File: src/rtl/i2c_regs_pkg.sv
// Shared definitions for the AXI4-Lite I2C register block.
// Holds the byte offsets of each register, the bit positions inside
// CTR/CR/SR, the AXI response codes, and a small offset decoder used by both
// the write and the read channel.
package i2c_regs_pkg;

  // Byte offsets of the mapped registers. Offsets are kept 32 bits wide so
  // the decoder can compare them against a zero-extended address.
  localparam logic [31:0] OFF_PRER = 32'h00;
  localparam logic [31:0] OFF_CTR  = 32'h04;
  localparam logic [31:0] OFF_TXR  = 32'h08;
  localparam logic [31:0] OFF_RXR  = 32'h0C;
  localparam logic [31:0] OFF_CR   = 32'h10;
  localparam logic [31:0] OFF_SR   = 32'h14;

  // CTR bits
  localparam int CTR_EN  = 7;
  localparam int CTR_IEN = 6;

  // CR bits
  localparam int CR_STA  = 7;
  localparam int CR_STO  = 6;
  localparam int CR_RD   = 5;
  localparam int CR_WR   = 4;
  localparam int CR_ACK  = 3;
  localparam int CR_IACK = 0;

  // SR bits
  localparam int SR_RXACK = 7;
  localparam int SR_BUSY  = 6;
  localparam int SR_AL    = 5;
  localparam int SR_TIP   = 1;
  localparam int SR_IF    = 0;

  // AXI response codes
  localparam logic [1:0] RESP_OKAY   = 2'b00;
  localparam logic [1:0] RESP_SLVERR = 2'b10;

  // Register selected by an access.
  typedef enum logic [2:0] {
    SEL_PRER,
    SEL_CTR,
    SEL_TXR,
    SEL_RXR,
    SEL_CR,
    SEL_SR,
    SEL_NONE
  } reg_sel_e;

  // Maps a word-aligned byte offset to a register select. Anything that is
  // not one of the six registers selects SEL_NONE.
  function automatic reg_sel_e decode_off(input logic [31:0] off);
    case (off)
      OFF_PRER: return SEL_PRER;
      OFF_CTR:  return SEL_CTR;
      OFF_TXR:  return SEL_TXR;
      OFF_RXR:  return SEL_RXR;
      OFF_CR:   return SEL_CR;
      OFF_SR:   return SEL_SR;
      default:  return SEL_NONE;
    endcase
  endfunction

endpackage

File: src/rtl/axil_i2c_regs.sv
// AXI4-Lite register front end for an I2C master core.
//
// Ports
//   clk, rstn                     : clock, asynchronous active-low reset
//   awvalid/awready/awaddr        : write address channel
//   wvalid/wready/wdata/wstrb     : write data channel (AW and W accepted together)
//   bvalid/bready/bresp           : write response channel
//   arvalid/arready/araddr        : read address channel
//   rvalid/rready/rdata/rresp     : read data channel
//   prer, core_en, txr            : configuration towards the bit/byte core
//   cmd_sta..cmd_ack, cmd_valid   : one-cycle command strobe with its bits
//   irq                           : registered interrupt (IF & IEN)
//   rxr, rxack, busy, al, tip     : status from the core, sampled on reads
//   done                          : one-cycle completion / arbitration-loss pulse
//
// Only address bits [ADDR_W-1:2] take part in decoding, so the register map
// aliases every 2**ADDR_W bytes.
import i2c_regs_pkg::*;

module axil_i2c_regs #(
  parameter int          ADDR_W   = 5,
  parameter logic [15:0] PRER_RST = 16'hFFFF
) (
  input  logic        clk,
  input  logic        rstn,

  input  logic        awvalid,
  output logic        awready,
  input  logic [31:0] awaddr,
  input  logic        wvalid,
  output logic        wready,
  input  logic [31:0] wdata,
  input  logic [3:0]  wstrb,

  output logic        bvalid,
  input  logic        bready,
  output logic [1:0]  bresp,

  input  logic        arvalid,
  output logic        arready,
  input  logic [31:0] araddr,
  output logic        rvalid,
  input  logic        rready,
  output logic [31:0] rdata,
  output logic [1:0]  rresp,

  output logic [15:0] prer,
  output logic        core_en,
  output logic [7:0]  txr,
  output logic        cmd_sta,
  output logic        cmd_sto,
  output logic        cmd_rd,
  output logic        cmd_wr,
  output logic        cmd_ack,
  output logic        cmd_valid,
  output logic        irq,

  input  logic [7:0]  rxr,
  input  logic        rxack,
  input  logic        busy,
  input  logic        al,
  input  logic        tip,
  input  logic        done
);

  // Channel state
  logic        awready_reg;   // shared by awready and wready
  logic        bvalid_reg;
  logic [1:0]  bresp_reg;
  logic        arready_reg;
  logic        rvalid_reg;
  logic [31:0] rdata_reg;
  logic [1:0]  rresp_reg;

  // Register file
  logic [15:0] prer_reg;
  logic        ctr_en_reg;
  logic        ctr_ien_reg;
  logic [7:0]  txr_reg;
  logic        if_reg;
  logic        irq_reg;

  // Command strobe; cmd_reg holds {STA, STO, RD, WR, ACK}
  logic        cmd_valid_reg;
  logic [4:0]  cmd_reg;

  // Decode / datapath
  logic [31:0] wr_off;
  logic [31:0] rd_off;
  reg_sel_e    wr_sel;
  reg_sel_e    rd_sel;
  logic        wr_fire;
  logic        ar_fire;
  logic        cr_wr;
  logic        cmd_go;
  logic [7:0]  sr_val;
  logic [31:0] rd_mux;

  // Address bits outside the decoded window and the upper data lanes are
  // intentionally ignored.
  logic        unused_bits;
  assign unused_bits = ^{awaddr[31:ADDR_W], awaddr[1:0],
                         araddr[31:ADDR_W], araddr[1:0],
                         wdata[31:16], wstrb[3:2]};

  // ------------------------------------------------------------------
  // Address decode: keep only bits [ADDR_W-1:2], zero everything else.
  // ------------------------------------------------------------------
  always_comb begin
    wr_off = '0;
    rd_off = '0;
    wr_off[ADDR_W-1:2] = awaddr[ADDR_W-1:2];
    rd_off[ADDR_W-1:2] = araddr[ADDR_W-1:2];
  end

  assign wr_sel  = decode_off(wr_off);
  assign rd_sel  = decode_off(rd_off);

  assign wr_fire = awvalid & awready_reg & wvalid & awready_reg;
  assign ar_fire = arvalid & arready_reg;

  // CR takes effect only through byte lane 0.
  assign cr_wr   = wr_fire & (wr_sel == SEL_CR) & wstrb[0];
  // Command bits are only forwarded to the core while it is enabled.
  assign cmd_go  = cr_wr & ctr_en_reg &
                   (wdata[CR_STA] | wdata[CR_STO] | wdata[CR_RD] | wdata[CR_WR]);

  // ------------------------------------------------------------------
  // Write address/data and response channel
  // ------------------------------------------------------------------
  always_ff @(posedge clk or negedge rstn) begin
    if (!rstn) begin
      awready_reg <= 1'b0;
      bvalid_reg  <= 1'b0;
      bresp_reg   <= RESP_OKAY;
    end else begin
      // Ready is a single-cycle pulse; a new one is only offered once the
      // previous response has been taken.
      if (awready_reg) begin
        awready_reg <= 1'b0;
      end else if (awvalid && wvalid && !bvalid_reg) begin
        awready_reg <= 1'b1;
      end

      if (wr_fire) begin
        bvalid_reg <= 1'b1;
        bresp_reg  <= (wr_sel == SEL_NONE) ? RESP_SLVERR : RESP_OKAY;
      end else if (bvalid_reg && bready) begin
        bvalid_reg <= 1'b0;
      end
    end
  end

  // ------------------------------------------------------------------
  // Writable registers. RXR/SR writes and unmapped writes fall through.
  // ------------------------------------------------------------------
  always_ff @(posedge clk or negedge rstn) begin
    if (!rstn) begin
      prer_reg    <= PRER_RST;
      ctr_en_reg  <= 1'b0;
      ctr_ien_reg <= 1'b0;
      txr_reg     <= '0;
    end else if (wr_fire) begin
      case (wr_sel)
        SEL_PRER: begin
          if (wstrb[0]) prer_reg[7:0]  <= wdata[7:0];
          if (wstrb[1]) prer_reg[15:8] <= wdata[15:8];
        end
        SEL_CTR: begin
          if (wstrb[0]) begin
            ctr_en_reg  <= wdata[CTR_EN];
            ctr_ien_reg <= wdata[CTR_IEN];
          end
        end
        SEL_TXR: begin
          if (wstrb[0]) txr_reg <= wdata[7:0];
        end
        default: ;
      endcase
    end
  end

  // ------------------------------------------------------------------
  // Command strobe, interrupt flag and registered irq
  // ------------------------------------------------------------------
  always_ff @(posedge clk or negedge rstn) begin
    if (!rstn) begin
      cmd_valid_reg <= 1'b0;
      cmd_reg       <= '0;
      if_reg        <= 1'b0;
      irq_reg       <= 1'b0;
    end else begin
      cmd_valid_reg <= cmd_go;
      cmd_reg       <= cmd_go ? {wdata[CR_STA], wdata[CR_STO], wdata[CR_RD],
                                 wdata[CR_WR], wdata[CR_ACK]} : 5'b0;

      // A completion in the same cycle as an acknowledge must not be lost,
      // so setting takes priority over clearing.
      if (done) begin
        if_reg <= 1'b1;
      end else if (cr_wr && wdata[CR_IACK]) begin
        if_reg <= 1'b0;
      end

      irq_reg <= if_reg & ctr_ien_reg;
    end
  end

  // ------------------------------------------------------------------
  // Read mux: status inputs go straight into SR so a read reflects the
  // core state at the capture edge.
  // ------------------------------------------------------------------
  always_comb begin
    sr_val           = '0;
    sr_val[SR_RXACK] = rxack;
    sr_val[SR_BUSY]  = busy;
    sr_val[SR_AL]    = al;
    sr_val[SR_TIP]   = tip;
    sr_val[SR_IF]    = if_reg;
  end

  always_comb begin
    rd_mux = '0;
    case (rd_sel)
      SEL_PRER: rd_mux[15:0] = prer_reg;
      SEL_CTR: begin
        rd_mux[CTR_EN]  = ctr_en_reg;
        rd_mux[CTR_IEN] = ctr_ien_reg;
      end
      SEL_TXR:  rd_mux[7:0] = txr_reg;
      SEL_RXR:  rd_mux[7:0] = rxr;
      SEL_SR:   rd_mux[7:0] = sr_val;
      default:  rd_mux = '0;   // CR reads 0, unmapped reads 0
    endcase
  end

  // ------------------------------------------------------------------
  // Read address and data channel
  // ------------------------------------------------------------------
  always_ff @(posedge clk or negedge rstn) begin
    if (!rstn) begin
      arready_reg <= 1'b0;
      rvalid_reg  <= 1'b0;
      rdata_reg   <= '0;
      rresp_reg   <= RESP_OKAY;
    end else begin
      if (arready_reg) begin
        arready_reg <= 1'b0;
      end else if (arvalid && !rvalid_reg) begin
        arready_reg <= 1'b1;
      end

      if (ar_fire) begin
        rvalid_reg <= 1'b1;
        rdata_reg  <= rd_mux;
        rresp_reg  <= (rd_sel == SEL_NONE) ? RESP_SLVERR : RESP_OKAY;
      end else if (rvalid_reg && rready) begin
        rvalid_reg <= 1'b0;
      end
    end
  end

  // ------------------------------------------------------------------
  // Outputs
  // ------------------------------------------------------------------
  assign awready   = awready_reg;
  assign wready    = awready_reg;
  assign bvalid    = bvalid_reg;
  assign bresp     = bresp_reg;
  assign arready   = arready_reg;
  assign rvalid    = rvalid_reg;
  assign rdata     = rdata_reg;
  assign rresp     = rresp_reg;

  assign prer      = prer_reg;
  assign core_en   = ctr_en_reg;
  assign txr       = txr_reg;
  assign cmd_valid = cmd_valid_reg;
  assign cmd_sta   = cmd_reg[4];
  assign cmd_sto   = cmd_reg[3];
  assign cmd_rd    = cmd_reg[2];
  assign cmd_wr    = cmd_reg[1];
  assign cmd_ack   = cmd_reg[0];
  assign irq       = irq_reg;

endmodule
File: config.mk
export PLATFORM = sky130hd
export DESIGN_NAME = axil_i2c_regs
export DESIGN_NICKNAME = d
export VERILOG_FILES = /design/src/rtl/i2c_regs_pkg.sv /design/src/rtl/axil_i2c_regs.sv
export SDC_FILE = /design/constraint.sdc
export NUM_CORES = 1
export LEC_CHECK = 0
export BUFFER_PORTS_ARGS = -buffer_cell sky130_fd_sc_hd__buf_2
export CAP_MARGIN = 20
export CORE_MARGIN = 5
export CORE_UTILIZATION = 42
export CTS_BUF_LIST = sky130_fd_sc_hd__clkbuf_2
export CTS_CLUSTER_SIZE = 12
export DETAILED_ROUTE_END_ITERATION = 8
export GPL_ROUTABILITY_DRIVEN = 0
export GPL_TIMING_DRIVEN = 0
export PLACE_DENSITY = 0.82
export SLEW_MARGIN = 10
export SYNTH_ARGS = -nofsm -noshare
export SYNTH_HDL_FRONTEND = slang
export SYNTH_SLANG_ARGS = --single-unit
File: constraint.sdc
create_clock -name clk -period 1.5 [get_ports clk]
set_input_delay 0.075 -clock clk [delete_from_list [all_inputs] [get_ports clk]]
set_output_delay 0.075 -clock clk [all_outputs]
set_load 0.1 [all_outputs]
# ---- Word-level counts from Yosys, hierarchy flattened
# Index checks and enable logic that the tools add are counted.
dict set report classes {
  reduce_logical 19
  muxes 18
  n_bitwise 12
  n_eq_ne 19
}
# cell n
set op_table {}
lappend op_table {{$logic_not 32->1} 2}
lappend op_table {{$pmux 3 s6} 2}
lappend op_table {{$eq 3x3->1 const B} 8}
lappend op_table {{$pmux 6 s4} 1}
lappend op_table {{$eq 3x2->1 const B} 7}
lappend op_table {{$eq 3x1->1 const B} 4}
lappend op_table {{$reduce_and 3->1} 4}
lappend op_table {{$mux 1} 10}
lappend op_table {{$pmux 2 s5} 1}
lappend op_table {{$and 1x1->1} 9}
lappend op_table {{$mux 8} 1}
lappend op_table {{$logic_and 1x1->1} 6}
lappend op_table {{$logic_not 3->1} 2}
lappend op_table {{$reduce_bool 2->1} 3}
lappend op_table {{$mux 5} 1}
lappend op_table {{$mux 2} 2}
lappend op_table {{$or 1x1->1} 3}
lappend op_table {{$logic_not 1->1} 2}
dict set report word_totals {
  out_inout_bits 73
  reg_bits 58
  wordCells 84
  input_bits 120
}

# ---- Logic depth before layout (Yosys ltp)
dict set report depth {
  depth_word 8
  mapped_depth 6
  ltp_nobuf 4
}

# ---- Worst setup path after synthesis
# Ideal clock, no wire load.
dict set report synth_path {
  kind {register to register}
  from {register awready_reg (netlist: awready)}
  to {register txr_reg[4] (netlist: txr[4])}
  path_stages_with_launch 6
  slack_ns -0.653
  t_required_ns 1.374
  arrival_ns 2.027
  synth_period_minus_slack_ns 2.153
  cell_sequence {dfrtp_1 nand3_4 nor2_4 and3_4 buf_8 mux2_4}
}
dict set report synth_via {
  elab_chain_cells 4
}
# item line_no
set synth_rtl {}
lappend synth_rtl {{start: declaration} axil_i2c_regs.sv:67} ;# logic awready_reg;
lappend synth_rtl {{start signal: assignment} axil_i2c_regs.sv:133} ;# awready_reg <= 1'b0;
lappend synth_rtl {{start signal: assignment} axil_i2c_regs.sv:140} ;# awready_reg <= 1'b0;
lappend synth_rtl {{start signal: assignment} axil_i2c_regs.sv:142} ;# awready_reg <= 1'b1;
lappend synth_rtl {{$and 1x1->1 (2 in series)} axil_i2c_regs.sv:119} ;# assign wr_fire = awvalid & awready_reg & wvalid & awready_reg;
lappend synth_rtl {{$and 1x1->1 *} axil_i2c_regs.sv:119}
lappend synth_rtl {{$reduce_and 3->1 (no source line) *} n/a}
lappend synth_rtl {{end signal: assignment} axil_i2c_regs.sv:176} ;# if (wstrb[0]) txr_reg <= wdata[7:0];
lappend synth_rtl {{end: declaration} axil_i2c_regs.sv:79} ;# logic [7:0] txr_reg;
# Mark *: on every way between the ends. The rest lies on a longest branch, timed or not.
# A chain may end at the register's enable or synchronous reset.

# ---- Final worst setup path
dict set report layout_path {
  from {register awready_reg (netlist: awready)}
  to {register awready_reg (netlist: awready)}
}
dict set report layout_via {
  elab_chain_cells 1
}
# item line_no
set layout_rtl {}
lappend layout_rtl {{$mux 1} axil_i2c_regs.sv:139} ;# if (awready_reg) begin
# No other way between the ends.

==> flow_summary.ini <==
[clock_tree]
cts_tree = done
numCtsBuffers = 5
clock_sinks = 56
clock_tree.buffer_depth = 2
h-tree-depth = 2
path_clk_slew_ns = 0.27
cts_root_buffer = clkbuf_2
clk_latency_ns = 0.45

[pwr]
powerDensity_mw_per_mm2 = 1020
p_sw_frac = 0.454
p_seq_frac = 0.439
ir_drop_uv = 612
p_clk_frac = 0.153
p_comb_frac = 0.407
p_int_mw = 2.15
leakage_nw = 1.99
power_switching_mw = 1.79

[floorplanning]
die-area_mm2 = 0.00807
die_w_um = 89.8
die_h_um = 89.8
io_pins = 193
core_mm2 = 0.00628
start_util = 0.427
rows = 29

[cells_and_area]
areaGrowthSynthToFinish_pct = 43.7
final_common_cell = buf_2
mostFrequentLayoutCells = buf_2, dfrtp_1, dlygate4sd3_1
final_cells = 431
nFillCells = 514
fin_nets = 473
fin_util = 0.613
fin_area_mm2 = 0.00385
num_antenna_cells = 0
drive_gt1_frac = 0.568

[yosys]
synthArstFlopShare = 1.00
postSynthAreaPerCell_um2 = 13.6
ys_types = 42
ys.flop_type = dfrtp_1
ys_seq_area_frac = 0.531
synth_area_leaders = dfrtp_1, dfstp_2, mux2_4
yosys_warnings = 0
ys_seq_elements = 56
synth_top_area_cell = dfrtp_1
synth_area_mm2 = 0.00268
netlist_instances = 197
synth_edf_count = 0
synth_top_area_share = 0.374

[placed_design]
dpl-instance-area_mm2 = 0.00338
dp.cells = 390
numPortBuffers = 98
place_ws_ns = 0.0358
dp_hpwl_mm = 5.24

[global_routing]
grt_max_degree = 36
grt_pass1_vias = 2178
antenna_found_initial = 0
grt_remaining_overflow = 0
grt_pass1_wl_mm = 11.2
grt_use_total = 0.170

[critical_path]
path_buf_inv = 1
cp_data_arrival_time_ns = 1.87
rr_endpoint = awready$_DFF_PN0_
crit_chain = nor4bb_1 -> dlygate4sd3_1
r2r_start = awready$_DFF_PN0_
cp_slowest_cell = dlygate4sd3_1
max_stage_delay_ns = 0.59
cp-start-kind = register
end_kind = register
crit_family = buffers and inverters
critical_path_class = register to register
r2r_setup_slack_ns = 0.02
cp_data_required_time_ns = 1.89
ff2ff_path_depth = 2
crit_path_max_fanout = 4

[run_status]
outcome = finished, final reports clean

[timing]
fin_skew_ns = 0.0225
hold_violations = 0
max_freq_mhz = 677
layout_setup_ws_ns = 0.0237
timing.hold.ws_ns = 0.0604
worst_slew_pin_slew_ns = 0.786
fin_crit_sh = 0.984
timing.slew.headroom = 0.476
setup_viol = 0
finalCriticalPeriod_ns = 1.48
rsz0062_at_grt = yes
final_max_slew_viol_count = 0

[route]
num_vias = 2059
drt_iter0_markers = 32
drcViolationCount = 0
via_per_inst = 4.78
dr.pass1.iters = 4
final_antenna_net_count = 0
avgRoutedWirePerCell_um = 16.1
routed_wirelength_mm = 6.96

[hold_path]
hold_start = araddr[4]
hold_path.class = input pin to register
whs_endpoint = rresp[1]$_DFFE_PN0P_
hold_depth = 4

[job]
maxCapViolations = 0
[worst min-delay path, stage by stage]
cell and delay (ns):
buf_2 0.15, buf_6 0.15, nand2_1 0.06, o21ai_0 0.06
[routing by layer]
metal | track usage | vias up | share of wire
met2 | 0.299 | 72 | 0.54
met1 | 0.197 | 999 | 0.38
met4 | 0.0630 | 0 | 0.020
li1 | - | 978 | -
met5 | 0 | - | 0
met3 | 0.0442 | 10 | 0.060
[power groups by stage]
stage / Clock, mW / Combinational (mW) / Sequential, mW
2_1_floorplan: 0 / 0.453 / 2.51
3_3_place_gp: 0 / 1.48 / 1.74
3_5_place_dp: 0 / 1.50 / 1.75
4_1_cts: 0.640 / 1.58 / 1.73
5_1_grt: 0.693 / 1.66 / 1.75
6_report: 0.604 / 1.60 / 1.73
[per-stage QoR]
stage          setup TNS, ns  power [mW]
3_5_place_dp               0        3.25
3_3_place_gp               0        3.22
4_1_cts                    0        3.95
6_report                   0        3.94
5_1_grt               -0.109        4.11
2_1_floorplan          -1.93        2.96
[final cells by class]
| class | count | area (µm²) | area share |
|---|---|---|---|
| Sequential cell | 56 | 1440 | 0.374 |
| Multi-Input combinational cell | 128 | 1110 | 0.288 |
| Timing Repair Buffer | 132 | 932 | 0.242 |
| Buffer | 26 | 209 | 0.0543 |
| Tap cell | 77 | 96.3 | 0.0250 |
| Clock buffer | 5 | 25.0 | 0.00650 |
| Clock inverter | 3 | 22.5 | 0.00585 |
| Inverter | 4 | 15.0 | 0.00390 |
[timing repair]
item	CTS	global route
hold buffers	28	2
setup buffers	1	2
endpoints found under the hold margin	65	8
pin swaps	1	3
gates cloned	0	0
resized for setup	17	17
endpoints found under the setup margin	20	31
[worst max-delay path by stage]
stage	cells after the start	from	slack, ns	to
finish	2	awready$_DFF_PN0_	0.02	awready$_DFF_PN0_
global route	5	awready$_DFF_PN0_	-0.03	cmd_reg[0]$_DFF_PN0_
CTS	1	awready$_DFF_PN0_	0.006	awready
detailed placement	5	awready$_DFF_PN0_	0.04	txr[2]$_DFFE_PN0P_
global placement	5	awready$_DFF_PN0_	0.05	txr[4]$_DFFE_PN0P_
floorplan	5	awready$_DFF_PN0_	-0.15	txr[2]$_DFFE_PN0P_
[cells by family (layout without fill, tap and decap cells)]
kind of cell	after synthesis	after routing	share of synthesized area
other cells	1	18	0.00140
flops	56	56	0.531
buf+inv	30	170	0.0832
mux	36	36	0.173
compound gates	37	37	0.101
simple gates	37	37	0.110
[synth_stat cells (2+ instances only)]
cell,number
nor3b_1,5
o21ai_0,4
nor4_4,2
mux2i_1,4
nor2_1,3
mux2_4,17
buf_4,19
buf_8,2
nand2b_1,2
dfrtp_1,40
a31oi_1,4
buf_6,2
and2_1,6
o21ai_1,3
inv_1,3
o22a_1,3
nand2_1,8
dfstp_2,16
mux2_1,2
mux2_2,13
a21oi_1,4
clkbuf_1,2
a22o_1,14
No activity file was read; power rests on OpenSTA's default activity.
